$ cat src/rtl/intc_timer_pkg.sv
// Shared register map, CTRL/STATUS bit positions and FSM states for intc_timer.
package intc_timer_pkg;

    localparam logic [1:0] ADDR_LOAD   = 2'd0;
    localparam logic [1:0] ADDR_CTRL   = 2'd1;
    localparam logic [1:0] ADDR_COUNT  = 2'd2;
    localparam logic [1:0] ADDR_STATUS = 2'd3;

    localparam int unsigned CTRL_EN_BIT   = 0;
    localparam int unsigned CTRL_AUTO_BIT = 1;
    localparam int unsigned STAT_EXP_BIT  = 0;
    localparam int unsigned STAT_ERR_BIT  = 1;

    typedef enum logic [1:0] {
        S_IDLE   = 2'd0,
        S_RUN    = 2'd1,
        S_EXPIRE = 2'd2
    } tmr_state_e;

endpackage

$ cat src/rtl/intc_timer_prescaler.sv
// Tick generator for intc_timer: one tick every ps+1 cycles, restarted by clr.
// Only instantiated when TIMER_PRESCALE_EN is defined.
module tmr_prescaler #(
    parameter int unsigned PS_WIDTH = 16
) (
    input  logic                clk,
    input  logic                rst,
    input  logic                clr,
    input  logic [PS_WIDTH-1:0] ps,
    output logic                tick
);

    logic [PS_WIDTH-1:0] cnt_q, cnt_d;

    assign tick = (cnt_q == ps);

    always_comb begin
        cnt_d = cnt_q + PS_WIDTH'(1);
        if (clr || tick) begin
            cnt_d = '0;
        end
    end

    always_ff @(posedge clk or negedge rst) begin
        if (!rst) begin
            cnt_q <= '0;
        end else begin
            cnt_q <= cnt_d;
        end
    end

endmodule

$ cat src/rtl/intc_timer.sv
// Memory-mapped countdown timer producing a one-cycle done pulse for intc.
// Optional prescaler enabled by defining TIMER_PRESCALE_EN.
module intc_timer
    import intc_timer_pkg::*;
#(
    parameter int unsigned WIDTH    = 32,
    parameter int unsigned PS_WIDTH = 16
) (
    input  logic        clk,
    input  logic        rst,
    input  logic [1:0]  A,
    input  logic        WE,
    input  logic [31:0] WD,
    output logic [31:0] RD,
    output logic        done
);

    tmr_state_e       state_q, state_d;
    logic [WIDTH-1:0] load_q, load_d;
    logic [WIDTH-1:0] count_q, count_d;
    logic             en_q, en_d;
    logic             auto_q, auto_d;
    logic             exp_q, exp_d;
    logic             err_q, err_d;

    logic wr_load, wr_ctrl, wr_stat;
    logic exp_set, err_set;
    logic ps_clr, tick, go_reload;

    assign wr_load = WE && (A == ADDR_LOAD);
    assign wr_ctrl = WE && (A == ADDR_CTRL);
    assign wr_stat = WE && (A == ADDR_STATUS);

`ifdef TIMER_PRESCALE_EN
    logic [PS_WIDTH-1:0] ps_q, ps_d;

    assign ps_d = (WE && (A == ADDR_COUNT)) ? WD[PS_WIDTH-1:0] : ps_q;

    always_ff @(posedge clk or negedge rst) begin
        if (!rst) begin
            ps_q <= '0;
        end else begin
            ps_q <= ps_d;
        end
    end

    tmr_prescaler #(.PS_WIDTH(PS_WIDTH)) u_prescaler (
        .clk  (clk),
        .rst  (rst),
        .clr  (ps_clr),
        .ps   (ps_q),
        .tick (tick)
    );
`else
    logic [PS_WIDTH:0] unused_cfg;

    assign unused_cfg = {{PS_WIDTH{1'b0}}, ps_clr};
    assign tick       = 1'b1;
`endif

    always_comb begin
        state_d   = state_q;
        load_d    = wr_load ? WD[WIDTH-1:0] : load_q;
        en_d      = wr_ctrl ? WD[CTRL_EN_BIT] : en_q;
        auto_d    = wr_ctrl ? WD[CTRL_AUTO_BIT] : auto_q;
        count_d   = count_q;
        exp_set   = 1'b0;
        err_set   = 1'b0;
        ps_clr    = 1'b0;
        go_reload = en_d && auto_d;

        case (state_q)
            S_IDLE: begin
                if (wr_ctrl && WD[CTRL_EN_BIT]) begin
                    if (load_q != '0) begin
                        count_d = load_q;
                        ps_clr  = 1'b1;
                        state_d = S_RUN;
                    end else begin
                        en_d    = 1'b0;
                        err_set = 1'b1;
                    end
                end
            end
            S_RUN: begin
                // A stop request wins over a coinciding tick, so COUNT holds.
                if (!en_d) begin
                    state_d = S_IDLE;
                end else if (tick && (count_q != '0)) begin
                    count_d = count_q - WIDTH'(1);
                    if (count_q == WIDTH'(1)) begin
                        state_d = S_EXPIRE;
                    end
                end
            end
            S_EXPIRE: begin
                exp_set = 1'b1;
                if (go_reload && (load_q != '0)) begin
                    count_d = load_q;
                    ps_clr  = 1'b1;
                    state_d = S_RUN;
                end else begin
                    // A zero reload value would stall in RUN; flag it instead.
                    err_set = go_reload;
                    en_d    = 1'b0;
                    state_d = S_IDLE;
                end
            end
            default: begin
                state_d = S_IDLE;
            end
        endcase

        exp_d = exp_set | (exp_q & ~(wr_stat & WD[STAT_EXP_BIT]));
        err_d = err_set | (err_q & ~(wr_stat & WD[STAT_ERR_BIT]));
    end

    always_ff @(posedge clk or negedge rst) begin
        if (!rst) begin
            state_q <= S_IDLE;
            load_q  <= '0;
            count_q <= '0;
            en_q    <= 1'b0;
            auto_q  <= 1'b0;
            exp_q   <= 1'b0;
            err_q   <= 1'b0;
        end else begin
            state_q <= state_d;
            load_q  <= load_d;
            count_q <= count_d;
            en_q    <= en_d;
            auto_q  <= auto_d;
            exp_q   <= exp_d;
            err_q   <= err_d;
        end
    end

    assign done = (state_q == S_EXPIRE);

    always_comb begin
        RD = '0;
        case (A)
            ADDR_LOAD:   RD[WIDTH-1:0] = load_q;
            ADDR_CTRL: begin
                RD[CTRL_EN_BIT]   = en_q;
                RD[CTRL_AUTO_BIT] = auto_q;
            end
            ADDR_COUNT:  RD[WIDTH-1:0] = count_q;
            ADDR_STATUS: begin
                RD[STAT_EXP_BIT] = exp_q;
                RD[STAT_ERR_BIT] = err_q;
            end
            default:     RD = '0;
        endcase
    end

endmodule
$ cat config.mk
export PLATFORM = sky130hd
export DESIGN_NAME = intc_timer
export DESIGN_NICKNAME = d
export VERILOG_FILES = /design/src/rtl/intc_timer_pkg.sv /design/src/rtl/intc_timer_prescaler.sv /design/src/rtl/intc_timer.sv
export SDC_FILE = /design/constraint.sdc
export NUM_CORES = 1
export LEC_CHECK = 0
export CAP_MARGIN = 20
export CELL_PAD_IN_SITES_DETAIL_PLACEMENT = 0
export CELL_PAD_IN_SITES_GLOBAL_PLACEMENT = 1
export CORE_MARGIN = 5
export CORE_UTILIZATION = 45
export CTS_CLUSTER_DIAMETER = 100
export DETAILED_ROUTE_END_ITERATION = 8
export DONT_BUFFER_PORTS = 1
export PLACE_DENSITY_LB_ADDON = 0.1
export SKIP_LAST_GASP = 1
export SLEW_MARGIN = 5
export SYNTH_ARGS = -nofsm -noshare
export SYNTH_HDL_FRONTEND = slang
export SYNTH_SLANG_ARGS = --single-unit
$ cat constraint.sdc
create_clock -name clk -period 4.9 [get_ports clk]
set_input_delay 0.49 -clock clk [delete_from_list [all_inputs] [get_ports clk]]
set_output_delay 0.49 -clock clk [all_outputs]
set_load 0.03 [all_outputs]
==> results.json <==
{
  "synth-async-reset-ratio_pct": 100.0,
  "fillers": 857,
  "postSynthCellCount": 439,
  "die_h_um": 105.6,
  "ir_drop_mv": 0.1651,
  "tns_ps": 0,
  "synth_mux_area_share_pct": 17.41,
  "slew_headroom_pct": 42.66,
  "slew_viol_final": 0,
  "numCtsBuffers": 9,
  "yosysWarnings": 0,
  "drc": 0,
  "synthTopCellsByCount": "dfrtp_1 (70), nor2_1 (69), o21ai_0 (44)",
  "crit_fanout": 48,
  "avgSynthCellArea_sq_um": 9.363,
  "r2r-end": "count_q[21]$_DFFE_PN0P_",
  "wl_um": 10860,
  "design_area_sq_um": 4375,
  "hold_violations": 0,
  "crit_cells": 8,
  "hp-class": "input port to async pin",
  "dpl_cell_area_sq_um": 4159,
  "synth_edf_count": 0,
  "syn-num-nets": 478,
  "htree_levels": 3,
  "start_util_pct": 46.68,
  "cp-end-kind": "flip-flop",
  "setup_viol": 0,
  "grt_pass1_wl_um": 18350,
  "r2r-start": "count_q[1]$_DFFE_PN0P_",
  "fin_nets": 466,
  "clock_latency_ps": 340,
  "gr-total-overflow": 0,
  "post_cts_resized": 0,
  "worst_r2r_path_depth": 8,
  "numPortBuffers": 0,
  "period_share_pct": 60.06,
  "fp.dieW_um": 105.6,
  "grt_max_degree": 71,
  "cts_buffer_depth": 2,
  "cts_root_buf": "clkbuf_8",
  "fin_crit_ps": 2943,
  "drt_iter0_markers": 210,
  "grt.total_usage_pct": 20.15,
  "avgRoutedWirePerCell_um": 20.18,
  "crit_family": "simple AND/OR/NAND/NOR gates",
  "grt_pass1_vias": 3441,
  "critPathKind": "flip-flop to flip-flop",
  "ant_nets": 0,
  "post_cts_buffers": 0,
  "synth_compound_area_share_pct": 17.26,
  "cap_violations": 0,
  "syn-cell-area_sq_um": 4110,
  "yosys_most_used_dff": "dfrtp_1",
  "syn2layout_area_growth_pct": 6.454,
  "yosys.area.top_type": "dfrtp_1",
  "synthXorXnorAreaFrac_pct": 0,
  "synthAdderAreaFrac_pct": 0.6088,
  "endpoint": "count_q[21]$_DFFE_PN0P_",
  "die_area_sq_um": 11150,
  "core-area_sq_um": 8806,
  "startpoint": "count_q[1]$_DFFE_PN0P_",
  "synth_top_family_by_area": "simple AND/OR/NAND/NOR gates",
  "cts-hold-fix-buffers": 1,
  "p_leak_nw": 1.762,
  "required_ps": 5120,
  "synth_top_area_share_pct": 42.62,
  "antenna_found_initial": 0,
  "worstPathArrival_ps": 3160,
  "avgViaCountPerCell": 6.268,
  "synth.distinct_cells": 49,
  "cp-start-kind": "flip-flop",
  "r2r_setup_slack_ps": 1960,
  "ys_seq_area_share_pct": 42.62,
  "critPathMaxStageDelay_ps": 680,
  "synth-simple-area-share_pct": 18.45,
  "powerDensity_nw_per_um2": 466.7,
  "num_vias": 3372,
  "tightest_slew_ps": 858.3,
  "drtPass1Iterations": 4,
  "cts_tree": "done",
  "io_pins": 70,
  "gp_congestion": 0.7694,
  "yosysMostFrequentCell": "dfrtp_1",
  "whs_ps": 27.95,
  "rsz0062_at_grt": "false",
  "clock_skew_ps": 8.053,
  "cts_sinks": 70,
  "drive_gt1_share_pct": 14.19,
  "hpwl_um": 7441,
  "status": "complete, no violations",
  "cp_num_buf_inv": 1,
  "ys_ff_latch": 70,
  "row_count": 34,
  "cpMaxStageDelayCell": "o22a_2",
  "yosys-top-cells-area": "dfrtp_1 (43%), mux2_2 (8.8%), mux2i_1 (7.5%)",
  "cp_cell_sequence": "inv_1, ha_1, nor3b_2, nand2_1, nor4_4, o22a_2, a21oi_1, o22a_1",
  "clk_pin_slew_ps": 70,
  "antenna_cells": 0,
  "clock.fmax_mhz": 339.8
}
## area by class of cell
cell class,count,area [sq um],area share (%)
clock buffers,13,158.9,3.632
clock inverters,1,30.03,0.6863
inverters,5,18.77,0.4289
multi-input cells,335,2216,50.64
flip-flops and latches,70,1752,40.03
well taps,108,135.1,3.088
repair buffers,6,65.06,1.487
## registers in the layout, summed over array words and instances, names as in the netlist
name,cells
en_q,1
count_q,32
err_q,1
exp_q,1
state_q,2
load_q,32
auto_q,1
## where the power goes
group	internal (W)	leakage, nW	switching [W]
combinational	0.000239	0.817	0.000361
clock	0.000258	0.0956	0.000211
sequential	0.000737	0.850	0.000236
total	0.00123	1.76	0.000808
## per-stage QoR
stage / instances / worst slack, ps / total power [W] / utilization (%)
floorplan: 439 / 2549 / 0.001422 / -
global placement: 523 / 2014 / 0.001555 / 47.23
detailed placement: 523 / 1972 / 0.001572 / 47.23
CTS: 538 / 1959 / 0.002063 / 49.69
global route: 538 / 1615 / 0.002186 / 49.69
finish: 538 / 1957 / 0.002042 / 49.69
## layout by cell type, fill, tap and decap left out, types with 5 or more instances in the layout
| cell | Yosys | final |
|---|---|---|
| o21ai_0 | 44 | 44 |
| mux2i_1 | 31 | 31 |
| nand3_1 | 9 | 9 |
| o22ai_1 | 6 | 6 |
| inv_1 | 5 | 5 |
| a22oi_1 | 11 | 11 |
| buf_4 | 1 | 5 |
| nor2_1 | 69 | 69 |
| clkbuf_8 | 0 | 11 |
| nor3_1 | 12 | 12 |
| o21ai_1 | 5 | 5 |
| nand2_1 | 13 | 13 |
| a21oi_1 | 31 | 31 |
| nor4_1 | 17 | 17 |
| dfrtp_1 | 70 | 70 |
| mux2_2 | 32 | 32 |
## worst min-delay path by stage
stage / startpoint / end / slack, ps / cells past startpoint
2_1_floorplan: rst / auto_q$_DFF_PN0_ / 190 / 0
3_3_place_gp: rst / load_q[5]$_DFFE_PN0P_ / 200 / 0
3_5_place_dp: rst / load_q[5]$_DFFE_PN0P_ / 200 / 0
4_1_cts: rst / load_q[5]$_DFFE_PN0P_ / 40 / 1
5_1_grt: rst / load_q[5]$_DFFE_PN0P_ / 40 / 1
6_report: rst / load_q[5]$_DFFE_PN0P_ / 30 / 1
## worst reg2reg max path, cell delays in order (launching register included)
cell	delay, ps
dfrtp_1	420
inv_1	120
ha_1	210
nor3b_2	450
nand2_1	320
nor4_4	300
o22a_2	680
a21oi_1	120
o22a_1	210
## cells by family after synthesis
logic type | Yosys count
adder cells (fa/ha/maj) | 2
AND/OR/NAND/NOR | 148
buffers and inverters | 34
flip-flops | 70
multiplexers | 65
AO/OA/AOI/OAI | 120
## metal layers
layer / track usage [%] / vias up / share of wire (%)
li1: - / 1605 / -
met3: 3.240 / 6 / 4.8
met1: 28.05 / 1681 / 45
met5: 0 / - / 0
met4: 6.013 / 0 / 0.58
met2: 32.51 / 80 / 49
(Power assumes the default switching activity.)
